**config.mk**
```make
export PLATFORM = sky130hd
export DESIGN_NAME = addr_gen_queue_flat
export DESIGN_NICKNAME = d
export VERILOG_FILES = /design/src/rtl/addr_gen_queue_if.sv /design/src/rtl/addr_gen_queue.sv /design/src/flat_wrapper.sv
export SDC_FILE = /design/constraint.sdc
export NUM_CORES = 1
export LEC_CHECK = 0
export CAP_MARGIN = 20
export CORE_ASPECT_RATIO = 0.9
export CORE_MARGIN = 2
export CORE_UTILIZATION = 50
export DETAILED_ROUTE_END_ITERATION = 10
export PLACE_DENSITY = 0.72
export SLEW_MARGIN = 15
export SYNTH_ARGS = -nofsm -noshare
export SYNTH_HDL_FRONTEND = slang
export SYNTH_SLANG_ARGS = --single-unit
```
**constraint.sdc**
```tcl
create_clock -name clk -period 4 [get_ports clk]
set_input_delay 1 -clock clk [delete_from_list [all_inputs] [get_ports clk]]
set_output_delay 1 -clock clk [all_outputs]
set_load 0.01 [all_outputs]
```
**src/rtl/addr_gen_queue_if.sv**
```systemverilog
// Issue-side and LSB-side handshake bundle for the load/store address-generation queue.
// The slave view belongs to the queue; the master view to whoever drives it.
interface addr_gen_queue_if #(
  parameter int XLEN  = 32,
  parameter int ROB_W = 3,
  parameter int OP_W  = 5
);
  logic             in_valid;
  logic             in_ready;
  logic [XLEN-1:0]  base;
  logic [XLEN-1:0]  offset;
  logic [OP_W-1:0]  op_in;
  logic [ROB_W-1:0] rob_in;
  logic [XLEN-1:0]  st_data_in;

  logic             out_valid;
  logic             out_ready;
  logic [XLEN-1:0]  out_addr;
  logic [OP_W-1:0]  out_op;
  logic [ROB_W-1:0] out_rob;
  logic [XLEN-1:0]  out_st_data;
  logic             out_misalign;

  modport master (
    output in_valid, base, offset, op_in, rob_in, st_data_in, out_ready,
    input  in_ready, out_valid, out_addr, out_op, out_rob, out_st_data, out_misalign
  );

  modport slave (
    input  in_valid, base, offset, op_in, rob_in, st_data_in, out_ready,
    output in_ready, out_valid, out_addr, out_op, out_rob, out_st_data, out_misalign
  );
endinterface

```
**src/rtl/addr_gen_queue.sv**
```systemverilog
// Load/store address generation (base + offset, misalignment flag) feeding a DEPTH-entry
// FIFO toward the load/store buffer; the head entry is held in output registers.
module addr_gen_queue #(
  parameter int XLEN  = 32,
  parameter int ROB_W = 3,
  parameter int OP_W  = 5,
  parameter int DEPTH = 4
) (
  input  logic                       clk,
  input  logic                       rst,
  input  logic                       i_flush,
  addr_gen_queue_if.slave            io_agq,
  output logic [$clog2(DEPTH):0]     o_count
);

  localparam int PTR_W = $clog2(DEPTH);
  localparam int CNT_W = PTR_W + 1;

  typedef struct packed {
    logic [XLEN-1:0]  addr;
    logic [OP_W-1:0]  op;
    logic [ROB_W-1:0] rob;
    logic [XLEN-1:0]  st_data;
    logic             misalign;
  } entry_t;

  localparam int                  ENTRY_W  = $bits(entry_t);
  localparam logic [PTR_W-1:0]    PTR_ONE  = {{(PTR_W-1){1'b0}}, 1'b1};
  localparam logic [CNT_W-1:0]    CNT_ZERO = {CNT_W{1'b0}};
  localparam logic [CNT_W-1:0]    CNT_FULL = CNT_W'(DEPTH);

  // Size 11 is reserved and always reported as misaligned so the LSB traps it.
  function automatic logic misalign_f(input logic [1:0] size, input logic [1:0] lsb);
    logic result;
    case (size)
      2'b00:   result = 1'b0;
      2'b01:   result = lsb[0];
      2'b10:   result = (lsb != 2'b00);
      default: result = 1'b1;
    endcase
    return result;
  endfunction

  entry_t           r_mem [DEPTH];
  entry_t           r_head;
  logic             r_out_valid;
  logic [PTR_W-1:0] r_rd_ptr;
  logic [PTR_W-1:0] r_wr_ptr;
  logic [CNT_W-1:0] r_count;

  logic             w_in_ready;
  logic             w_push;
  logic             w_pop;
  logic [XLEN-1:0]  w_addr;
  entry_t           w_new;
  logic [PTR_W-1:0] w_rd_ptr_nxt;
  logic [CNT_W-1:0] w_count_nxt;
  entry_t           w_head_nxt;

  assign w_in_ready = rst & (r_count != CNT_FULL);
  assign w_push     = io_agq.in_valid & w_in_ready & ~i_flush;
  assign w_pop      = r_out_valid & io_agq.out_ready & ~i_flush;
  assign w_addr     = io_agq.base + io_agq.offset;

  // Build the entry that a push this cycle would store.
  always_comb begin
    w_new          = {ENTRY_W{1'b0}};
    w_new.addr     = w_addr;
    w_new.op       = io_agq.op_in;
    w_new.rob      = io_agq.rob_in;
    w_new.st_data  = io_agq.st_data_in;
    w_new.misalign = misalign_f(io_agq.op_in[1:0], w_addr[1:0]);
  end

  // Next read pointer, occupancy and head; a fresh push becomes head when it lands at the read slot.
  always_comb begin
    w_rd_ptr_nxt = r_rd_ptr;
    w_head_nxt   = {ENTRY_W{1'b0}};
    if (w_pop) begin
      w_rd_ptr_nxt = r_rd_ptr + PTR_ONE;
    end else begin
      w_rd_ptr_nxt = r_rd_ptr;
    end
    w_count_nxt = r_count + {{(CNT_W-1){1'b0}}, w_push} - {{(CNT_W-1){1'b0}}, w_pop};
    if (w_count_nxt == CNT_ZERO) begin
      w_head_nxt = {ENTRY_W{1'b0}};
    end else if (w_push && (r_wr_ptr == w_rd_ptr_nxt)) begin
      w_head_nxt = w_new;
    end else begin
      w_head_nxt = r_mem[w_rd_ptr_nxt];
    end
  end

  // Entry storage; writes are already gated by reset and flush through w_push.
  always_ff @(posedge clk) begin
    if (w_push) begin
      r_mem[r_wr_ptr] <= w_new;
    end
  end

  // Pointers, occupancy and registered head; reset outranks flush, flush outranks push/pop.
  always_ff @(posedge clk) begin
    if (!rst) begin
      r_rd_ptr    <= {PTR_W{1'b0}};
      r_wr_ptr    <= {PTR_W{1'b0}};
      r_count     <= CNT_ZERO;
      r_out_valid <= 1'b0;
      r_head      <= {ENTRY_W{1'b0}};
    end else if (i_flush) begin
      r_rd_ptr    <= {PTR_W{1'b0}};
      r_wr_ptr    <= {PTR_W{1'b0}};
      r_count     <= CNT_ZERO;
      r_out_valid <= 1'b0;
      r_head      <= {ENTRY_W{1'b0}};
    end else begin
      r_rd_ptr    <= w_rd_ptr_nxt;
      r_wr_ptr    <= w_push ? (r_wr_ptr + PTR_ONE) : r_wr_ptr;
      r_count     <= w_count_nxt;
      r_out_valid <= (w_count_nxt != CNT_ZERO);
      r_head      <= w_head_nxt;
    end
  end

  assign io_agq.in_ready     = w_in_ready;
  assign io_agq.out_valid    = r_out_valid;
  assign io_agq.out_addr     = r_head.addr;
  assign io_agq.out_op       = r_head.op;
  assign io_agq.out_rob      = r_head.rob;
  assign io_agq.out_st_data  = r_head.st_data;
  assign io_agq.out_misalign = r_head.misalign;
  assign o_count             = r_count;

endmodule

```
**src/flat_wrapper.sv**
```systemverilog
// flat-port wrapper written by rule: the top's interface ports become plain ports
module addr_gen_queue_flat 
#(
  parameter int XLEN  = 32,
  parameter int ROB_W = 3,
  parameter int OP_W  = 5,
  parameter int DEPTH = 4
)
  (clk, rst, i_flush, o_count, io_agq_in_valid, io_agq_base, io_agq_offset, io_agq_op_in, io_agq_rob_in, io_agq_st_data_in, io_agq_out_ready, io_agq_in_ready, io_agq_out_valid, io_agq_out_addr, io_agq_out_op, io_agq_out_rob, io_agq_out_st_data, io_agq_out_misalign);
  addr_gen_queue_if #(.XLEN(XLEN), .ROB_W(ROB_W), .OP_W(OP_W)) io_agq_i ();
  input  logic clk;
  input  logic rst;
  input  logic i_flush;
  output logic [$clog2(DEPTH):0] o_count;
  input wire logic [$bits(io_agq_i.in_valid)-1:0] io_agq_in_valid;
  input wire logic [$bits(io_agq_i.base)-1:0] io_agq_base;
  input wire logic [$bits(io_agq_i.offset)-1:0] io_agq_offset;
  input wire logic [$bits(io_agq_i.op_in)-1:0] io_agq_op_in;
  input wire logic [$bits(io_agq_i.rob_in)-1:0] io_agq_rob_in;
  input wire logic [$bits(io_agq_i.st_data_in)-1:0] io_agq_st_data_in;
  input wire logic [$bits(io_agq_i.out_ready)-1:0] io_agq_out_ready;
  output wire logic [$bits(io_agq_i.in_ready)-1:0] io_agq_in_ready;
  output wire logic [$bits(io_agq_i.out_valid)-1:0] io_agq_out_valid;
  output wire logic [$bits(io_agq_i.out_addr)-1:0] io_agq_out_addr;
  output wire logic [$bits(io_agq_i.out_op)-1:0] io_agq_out_op;
  output wire logic [$bits(io_agq_i.out_rob)-1:0] io_agq_out_rob;
  output wire logic [$bits(io_agq_i.out_st_data)-1:0] io_agq_out_st_data;
  output wire logic [$bits(io_agq_i.out_misalign)-1:0] io_agq_out_misalign;
  assign io_agq_i.in_valid = io_agq_in_valid;
  assign io_agq_i.base = io_agq_base;
  assign io_agq_i.offset = io_agq_offset;
  assign io_agq_i.op_in = io_agq_op_in;
  assign io_agq_i.rob_in = io_agq_rob_in;
  assign io_agq_i.st_data_in = io_agq_st_data_in;
  assign io_agq_i.out_ready = io_agq_out_ready;
  assign io_agq_in_ready = io_agq_i.in_ready;
  assign io_agq_out_valid = io_agq_i.out_valid;
  assign io_agq_out_addr = io_agq_i.out_addr;
  assign io_agq_out_op = io_agq_i.out_op;
  assign io_agq_out_rob = io_agq_i.out_rob;
  assign io_agq_out_st_data = io_agq_i.out_st_data;
  assign io_agq_out_misalign = io_agq_i.out_misalign;
  addr_gen_queue #(.XLEN(XLEN), .ROB_W(ROB_W), .OP_W(OP_W), .DEPTH(DEPTH)) u_core (.clk(clk), .rst(rst), .i_flush(i_flush), .io_agq(io_agq_i), .o_count(o_count));
endmodule
```
# Word-level counts from Yosys, hierarchy flattened
# Memory sizes are Yosys's and may differ from the RTL's. A register that Yosys moved wholly into a read port is not among the register bits.
# Index checks and enable logic that the tools add are counted.
# word_totals
mem_bits_rw	292
mem_count	1
out_inout_bits	78
ff_bits	8
wordCells	30
# memory_table
name	words	word_bits	read_ports	rd_ports_with_merged_regs	wr	line	text
u_core.r_mem	4	73	1	1	1	addr_gen_queue.sv:44	entry_t r_mem [DEPTH];
# classes
eq_ne	3
n_mux	4
bitwise_logic	7
addsub	5
n_reduce_logical	6
# op_table
op	n
$add 32x32->32	1
$and 1x1->1	5
$add 2x1->2 const B	2
$add 3x1->3	1
$logic_not 3->1	1
$ne 3x3->1 const B	1
$pmux 1 s3	1
$reduce_bool 3->1	1
$reduce_or 3->1	1
$sub 3x1->3	1
$eq 2x1->1 const B	1
$eq 2x2->1 const B	1
$logic_not 2->1	1
$mux 1	2
$mux 2	1
$not 1->1	2
$reduce_bool 2->1	1
$reduce_or 2->1	1

# Depth between registers and ports, before layout
# Gate-level depths: netlist of the first run.
# depth
ltp_word	8
ltp_mapped	11

# Least setup slack after synthesis of the first run
# Ideal clock, no wire load.
# synth_path
kind	in2reg
startpoint	input port i_flush
endpoint	memory u_core.r_mem[2][0] (netlist name) (enable)
path_stages	3
setup_slack_ns	0.313
setup_ns	0.439
t_required_ns	3.561
n_path_buf	0
arrival_ns	3.248
path_cell_list	nand2b_1 > nor3b_2 > and2_1
# synth_between
elab_chain_cells	4
# synth_rtl
item	line	text
start, declared	flat_wrapper.sv:13	input logic i_flush;
$not 1->1	addr_gen_queue.sv:61	assign w_push = io_agq.in_valid & w_in_ready & ~i_flush;
$and 1x1->1	addr_gen_queue.sv:61	
net u_core.w_push	addr_gen_queue.sv:52	logic w_push;
$mux 1	addr_gen_queue.sv:96	if (w_push) begin
$mux 1 (not written as such)	addr_gen_queue.sv:97	r_mem[r_wr_ptr] <= w_new;
end, declared	addr_gen_queue.sv:44	
# The timed path passes the listed nets, and every way through them passes these cells.

# Final worst setup path of the first run
# layout_path
startpoint	input port i_flush
endpoint	register u_core.r_head, in the netlist u_core.io_agq.out_addr[22]
# layout_between
elab_chain_cells	6
word_cells_on_any_way	8
classes_between	2 x add/sub; 1 x mux; 3 x bitwise; 2 x reduce/logical
# layout_rtl
item	line	text
$not 1->1	addr_gen_queue.sv:61, addr_gen_queue.sv:62	
$and 1x1->1	addr_gen_queue.sv:61	
$add 3x1->3	addr_gen_queue.sv:84	w_count_nxt = r_count + {{(CNT_W-1){1'b0}}, w_push} - {{(CNT_W-1){1'b0}}, w_pop};
$sub 3x1->3	addr_gen_queue.sv:84	
$logic_not 3->1	addr_gen_queue.sv:85	if (w_count_nxt == CNT_ZERO) begin
$reduce_or 3->1 (no source line)	--	
end signal, assigned	addr_gen_queue.sv:108	r_head <= {ENTRY_W{1'b0}};
end signal, assigned	addr_gen_queue.sv:114	r_head <= {ENTRY_W{1'b0}};
end signal, assigned	addr_gen_queue.sv:120	r_head <= w_head_nxt;
end, declared	addr_gen_queue.sv:45	entry_t r_head;
# Parallel ways exist; a longest one is shown, timed or not.
# A chain may end at the register's enable or synchronous reset.

==> results.toml, run 1 <==
[outcome]
status = "finished, final reports clean"

[sta]
skew_ns = 0.01870
tightest_slew_ns = 0.5415
holdWs_ns = 0.5606
rsz0062_at_grt = "no"
fin_crit_sh = 0.8678
setup_viol = 0
slew_viol_final = 0
finalHoldViolCount = 0
min_period_ns = 3.471
max_freq_mhz = 288.1
setup-tns-final_ns = 0
slew_headroom = 0.6362

[power]
p_int_mw = 6.567
ir_drop_v = 0.0002920
seqPwrFrac = 0.514
combPwrFrac = 0.099
switching_share = 0.2198
p_per_area_nw_per_um2 = 436.2
p_sw_mw = 1.850
power_leakage_nw = 6.816
pwr-share-clk = 0.387

[logic_synthesis]
ys_seq_area_frac = 0.6741
avgSynthCellArea_um2 = 15.17
synth_simple_gate_area_share = 0.07387
synth_compound_area_frac = 0.07793
ys_types = 61
synth_area_um2 = 15410
synthFlopType = "edfxtp_1"
synth_area_leaders = "edfxtp_1 57%, mux4_2 11%, dfxtp_1 11%"
synth_top_family_by_area = "multiplexers"
syn_nets = 1164
synth_top_area_frac = 0.5689
synth_fa_ha_area_frac = 0.03263
synth_edf_count = 292
async_flop_share = 0
synth.area.mux_share = 0.1080
synth_xor_xnor_area_share = 0.01826
yosys_warnings = 0
synth_area_leader_cell = "edfxtp_1"
post-synth-top-count-cell = "edfxtp_1"
synth_common_cells = "292 x edfxtp_1, 146 x nand2_1, 95 x a21oi_1"
syn_inst = 1016
ys_ff_latch = 373

[final_layout]
nFillCells = 2161
multiInputGateArea_um2 = 4847
area_delta_synth_final_pct = 25.17
diodes = 0
nNetsFinal = 1394
regArea_um2 = 10390
drive_gt1_frac = 0.1476

[worst_setup_path]
required_ns = 4.42
critical_path.most_common_cell = "ha_1"
crit_type = "input pin to flip-flop"
crit_chain = "clkdlybuf4s50_1 -> and3b_1 -> ha_1 -> inv_1 -> ha_1 -> fa_1 -> xnor2_1 -> o31ai_4 -> nor2_1 -> buf_4 -> nand2_1 -> o31ai_1"
crit_path_start_kind = "input pin"
worst-path-max-fanout = 6
critPathMaxStageDelay_ns = 0.50
cpMaxStageDelayCell = "clkdlybuf4s50_1"
cp_num_buf_inv = 3
r2r_slack_ns = 1.17
endpoint_kind = "flip-flop"
arrival_ns = 3.89
crit_family = "adder cells"

[min_path]
holdCritPathClass = "flip-flop to flip-flop"

[clocking]
ctsHoldBuffers = 0
tritoncts = "done"
cts_buffers = 37
cts_root_buffer = "clkbuf_16"
clk_pin_slew_ns = 0.06
post_cts_buffers = 0
h-tree-depth = 2
clock_latency_ns = 0.52
cts_resized = 0
clockBufferDepth = 3
clkSinkCount = 373

[drt]
drtAntennaViolNets = 0
drt_wl_total_um = 33780
via_per_inst = 5.662
vias = 9495
drc = 0
first_iter_violations = 783
detail_route.first_pass.iterations = 5
routedWlPerCell_um = 20.14

[floorplan]
dieWidth_um = 189.1
initial_core_util = 0.5120
placementRows = 60
dieArea_um2 = 32250
die_h_um = 170.6
io_pins = 187
core_area_um2 = 30100

[global_routing]
met3_usage = 0.03467
grtUsageMet1 = 0.2864
met2_usage = 0.3566
busiest_layer = "met2"
antenna_found_initial = 0
grt_pass1_wl_um = 52770
grt_pass1_vias = 9678
grt_max_degree = 41
grt_util_all_layers = 0.2117
overflow = 0

[job]
cap_violations = 0

[placement]
port_buffers = 186
routabilityCongestion = 0.8562
hpwl_um = 22350
==> kinds of logic after synthesis <==
logic type	count (synthesis)
XOR/XNOR	29
AND/OR/NAND/NOR	252
flip-flops	373
adder cells (fa/ha/maj)	39
AO/OA/AOI/OAI	193
buffers and inverters	55
multiplexers	75
==> flip-flops by register name, summed over array words and instances, names as in the netlist, 2 cells and up <==
| signal | flops |
|---|---|
| u_core.o_count | 3 |
| u_core.io_agq.out_addr | 32 |
| u_core.r_mem | 292 |
| u_core.r_wr_ptr | 2 |
| u_core.io_agq.out_op | 5 |
| u_core.io_agq.out_st_data | 32 |
| u_core.r_rd_ptr | 2 |
| u_core.io_agq.out_rob | 3 |
==> metal layers <==
| layer | routed length (um) | vias up | part of all wire |
|---|---|---|---|
| li1 | - | 4382 | - |
| met1 | 14280 | 4715 | 0.42 |
| met2 | 16360 | 342 | 0.48 |
| met3 | 2344 | 56 | 0.069 |
| met4 | 797 | 0 | 0.024 |
| met5 | 0 | - | 0 |
==> final timing paths <==
kind                                                    to  cells after the start                     from
worst max-delay path            u_core.io_agq.out_addr[22]                     12                  i_flush
worst min-delay path                    u_core.r_wr_ptr[1]                      2       u_core.r_wr_ptr[1]
worst max register to register  u_core.io_agq.out_addr[22]                     11  u_core.io_agq.out_valid
worst min register to register          u_core.r_wr_ptr[1]                      2       u_core.r_wr_ptr[1]
==> cell type report <==
class                           count  area share
Clock buffer                       53     0.05428
Clock inverter                     14    0.005188
Inverter                           12    0.002335
Multi-Input combinational cell    588      0.2512
Sequential cell                   373      0.5385
Tap cell                          403     0.02613
Timing Repair Buffer              234      0.1223
==> power groups by stage <==
stage	Combinational, mW	Sequential [mW]	Clock, mW
4_1_cts	0.827	4.33	3.33
3_3_place_gp	0.803	4.41	0
6_report	0.830	4.33	3.26
2_1_floorplan	0.436	4.41	0
5_1_grt	0.903	4.33	3.49
3_5_place_dp	0.822	4.41	0
==> worst reg2reg max path: cells and delay by family (launching register included) <==
family	cells	cell delay, ns
flops	1	0.34
simple gates	3	0.76
xor+xnor	1	0.32
compound gates	2	0.19
buf+inv	2	0.27
fa+ha+maj	3	0.85
==> metrics by stage <==
step / total power, mW / area, um2 / setup slack (ns) / util / std cells
after global routing: 8.722 / 19290 / 0.3277 / 0.6409 / 1677
after global placement: 5.209 / 18150 / 0.09356 / 0.6028 / 1610
after CTS: 8.487 / 19290 / 0.5552 / 0.6409 / 1677
after floorplan: 4.850 / 15410 / 0.3128 / - / 1016
after detailed placement: 5.230 / 18150 / 0.01908 / 0.6028 / 1610
final: 8.417 / 19290 / 0.5288 / 0.6409 / 1677
==> placed cells by master, fill, tap and decap left out, types with 6 or more instances in the layout <==
cell	netlist	final
edfxtp_1	292	292
clkdlybuf4s50_1	0	186
nand2_1	146	146
a21oi_1	95	95
dfxtp_1	81	81
mux4_2	73	73
clkbuf_16	0	38
ha_1	37	37
buf_4	6	37
nor2_1	26	26
a21o_1	21	21
nand3_1	20	19
o21ai_0	18	18
xnor2_1	16	15
inv_1	11	11
clkbuf_1	31	11
buf_12	0	11
xor2_1	11	10
and2_1	14	10
nor3_1	9	9
nand4_1	7	7
clkinv_2	0	7
a211oi_1	6	6
or3_1	6	6
clkinv_1	1	6
(Power assumes the default switching activity.)
==> inputs of run 2 (changes only) <==
DONT_BUFFER_PORTS = 1   (was not set)
PLACE_DENSITY = 0.64   (was 0.72)
==> run 2 against run 1 <==
  * Sequential power hardly changed
  * Design area shrank 10%
  * Combinational power decreased by 26%
  * First-iteration DRC count decreased by 20%
==> results.toml, run 2 (synthesis gave the netlist of run 1 again) <==
[outcome]
status = "finished, final reports clean"

[power]
seqPwrFrac = 0.520
pwr-share-clk = 0.406
combPwrFrac = 0.074
ir_drop_v = 0.0003127
p_sw_mw = 1.843
p_per_area_nw_per_um2 = 481.4
p_int_mw = 6.498
power_leakage_nw = 6.065
switching_share = 0.2210

[sta]
skew_ns = 0.01612
slew_viol_final = 0
finalHoldViolCount = 0
setup_viol = 0
setup-tns-final_ns = 0
slew_headroom = 0.3631
rsz0062_at_grt = "no"
fin_crit_sh = 0.7907
max_freq_mhz = 316.2
tightest_slew_ns = 0.9506
holdWs_ns = 0.5643
min_period_ns = 3.163

[final_layout]
drive_gt1_frac = 0.1597
nNetsFinal = 1189
final_common_cell = "edfxtp_1"
diodes = 0
top_register = "u_core.r_mem"
layout_common_cells = "292 x edfxtp_1, 146 x nand2_1, 95 x a21oi_1, 81 x dfxtp_1, 73 x mux4_2"
area_delta_synth_final_pct = 12.43
largest_reg_flops = 292

[floorplan]
core_area_um2 = 30100
io_pins = 187
die_h_um = 170.6
initial_core_util = 0.5120
placementRows = 60
dieArea_um2 = 32250
dieWidth_um = 189.1

[placement]
routabilityCongestion = 0.8848
hpwl_um = 21630
port_buffers = 0

[min_path]
holdCritPathClass = "input pin to flip-flop"
min_path_cells = 0
whs_endpoint = "u_core.r_mem[1][5]"
hp-start = "io_agq_st_data_in[4]"

[global_routing]
antenna_found_initial = 1
grt_pass1_vias = 8919
grt_pass1_wl_um = 51590
grt_util_all_layers = 0.2095
grt_max_degree = 64
overflow = 0

[clocking]
clk_pin_slew_ns = 0.06
cts_resized = 0
clkSinkCount = 373
cts_buffers = 38
clockBufferDepth = 3
cts_root_buffer = "clkbuf_16"
tritoncts = "done"
post_cts_buffers = 0
clock_latency_ns = 0.52
h-tree-depth = 2
ctsHoldBuffers = 0

[drt]
via_per_inst = 5.886
drtAntennaViolNets = 0
first_iter_violations = 624
detail_route.first_pass.iterations = 5
vias = 8676
routedWlPerCell_um = 22.64
drc = 0
drt_wl_total_um = 33380

[worst_setup_path]
r2r_slack_ns = 0.97
r2r_end = "u_core.io_agq.out_addr[31]"
required_ns = 4.24
endpoint_kind = "flip-flop"
arrival_ns = 3.41
crit_path_start_kind = "input pin"
r2r_cells = 10
r2r_start = "u_core.o_count[2]"
worst-path-max-fanout = 5
crit_type = "input pin to flip-flop"

[job]
cap_violations = 0
[run 2: changes by cell type in the layout (fill, tap and decap cells not counted), sizes merged]
| cell | delta |
|---|---|
| inv | +2 |
| clkdlybuf4s50 | -186 |
| clkbuf | +1 |
| clkinv | -1 |
| buf | -20 |
| bufinv | +1 |
[run 2: routing by layer]
layer,GRT usage,up-vias,wire (um)
li1,-,3977,-
met1,0.2919,4368,14530
met2,0.3402,286,15950
met3,0.04595,43,2384
met4,0.04925,2,498
met5,0,-,12
[run 2: cell type report]
type	count	area [um2]
Inverter	12	45.04
Fill cell	2358	12770
Multi-Input combinational cell	588	4847
Timing Repair Buffer	28	347.8
Sequential cell	373	10390
Clock inverter	16	143.9
Clock buffer	54	1051
Tap cell	403	504.2
[run 2: per-stage QoR]
| step | cell area (um2) | worst slack (ns) | power (mW) | std cells | utilization |
|---|---|---|---|---|---|
| 6_report | 17330 | 0.8371 | 8.341 | 1474 | 0.5756 |
| 5_1_grt | 17330 | 0.6913 | 8.633 | 1474 | 0.5756 |
| 4_1_cts | 17330 | 0.9370 | 8.408 | 1474 | 0.5756 |
| 3_5_place_dp | 16130 | 0.3965 | 5.035 | 1404 | 0.5360 |
| 3_3_place_gp | 16130 | 0.4513 | 5.025 | 1404 | 0.5360 |
| 2_1_floorplan | 15410 | 0.3128 | 4.850 | 1016 | - |
[run 2: critical path, cell delays in order]
cell and delay [ns]:
ha_1 0.21, fa_1 0.41, a21o_1 0.22, a31oi_1 0.29
nor3_1 0.16, a21oi_1 0.51, a21oi_1 0.20, nor3_1 0.27
nor2_1 0.14
[run 2: worst max-delay path by stage]
stage / to / depth (start not counted) / startpoint / slack [ns]
floorplan: u_core.r_mem[2][0] / 3 / i_flush / 0.31
global placement: u_core.r_mem[1][63] / 9 / io_agq_offset[0] / 0.45
detailed placement: u_core.io_agq.out_addr[31] / 11 / i_flush / 0.40
CTS: u_core.io_agq.out_addr[31] / 11 / i_flush / 0.94
global route: u_core.io_agq.out_addr[31] / 10 / u_core.o_count[2] / 0.69
finish: u_core.r_mem[1][63] / 9 / io_agq_offset[0] / 0.84
[run 2: power by group through the flow]
stage | clock network, mW | registers [mW] | logic, mW
3_5_place_dp | 0 | 4.42 | 0.611
6_report | 3.39 | 4.34 | 0.615
3_3_place_gp | 0 | 4.42 | 0.602
4_1_cts | 3.45 | 4.34 | 0.614
5_1_grt | 3.61 | 4.34 | 0.681
2_1_floorplan | 0 | 4.41 | 0.436
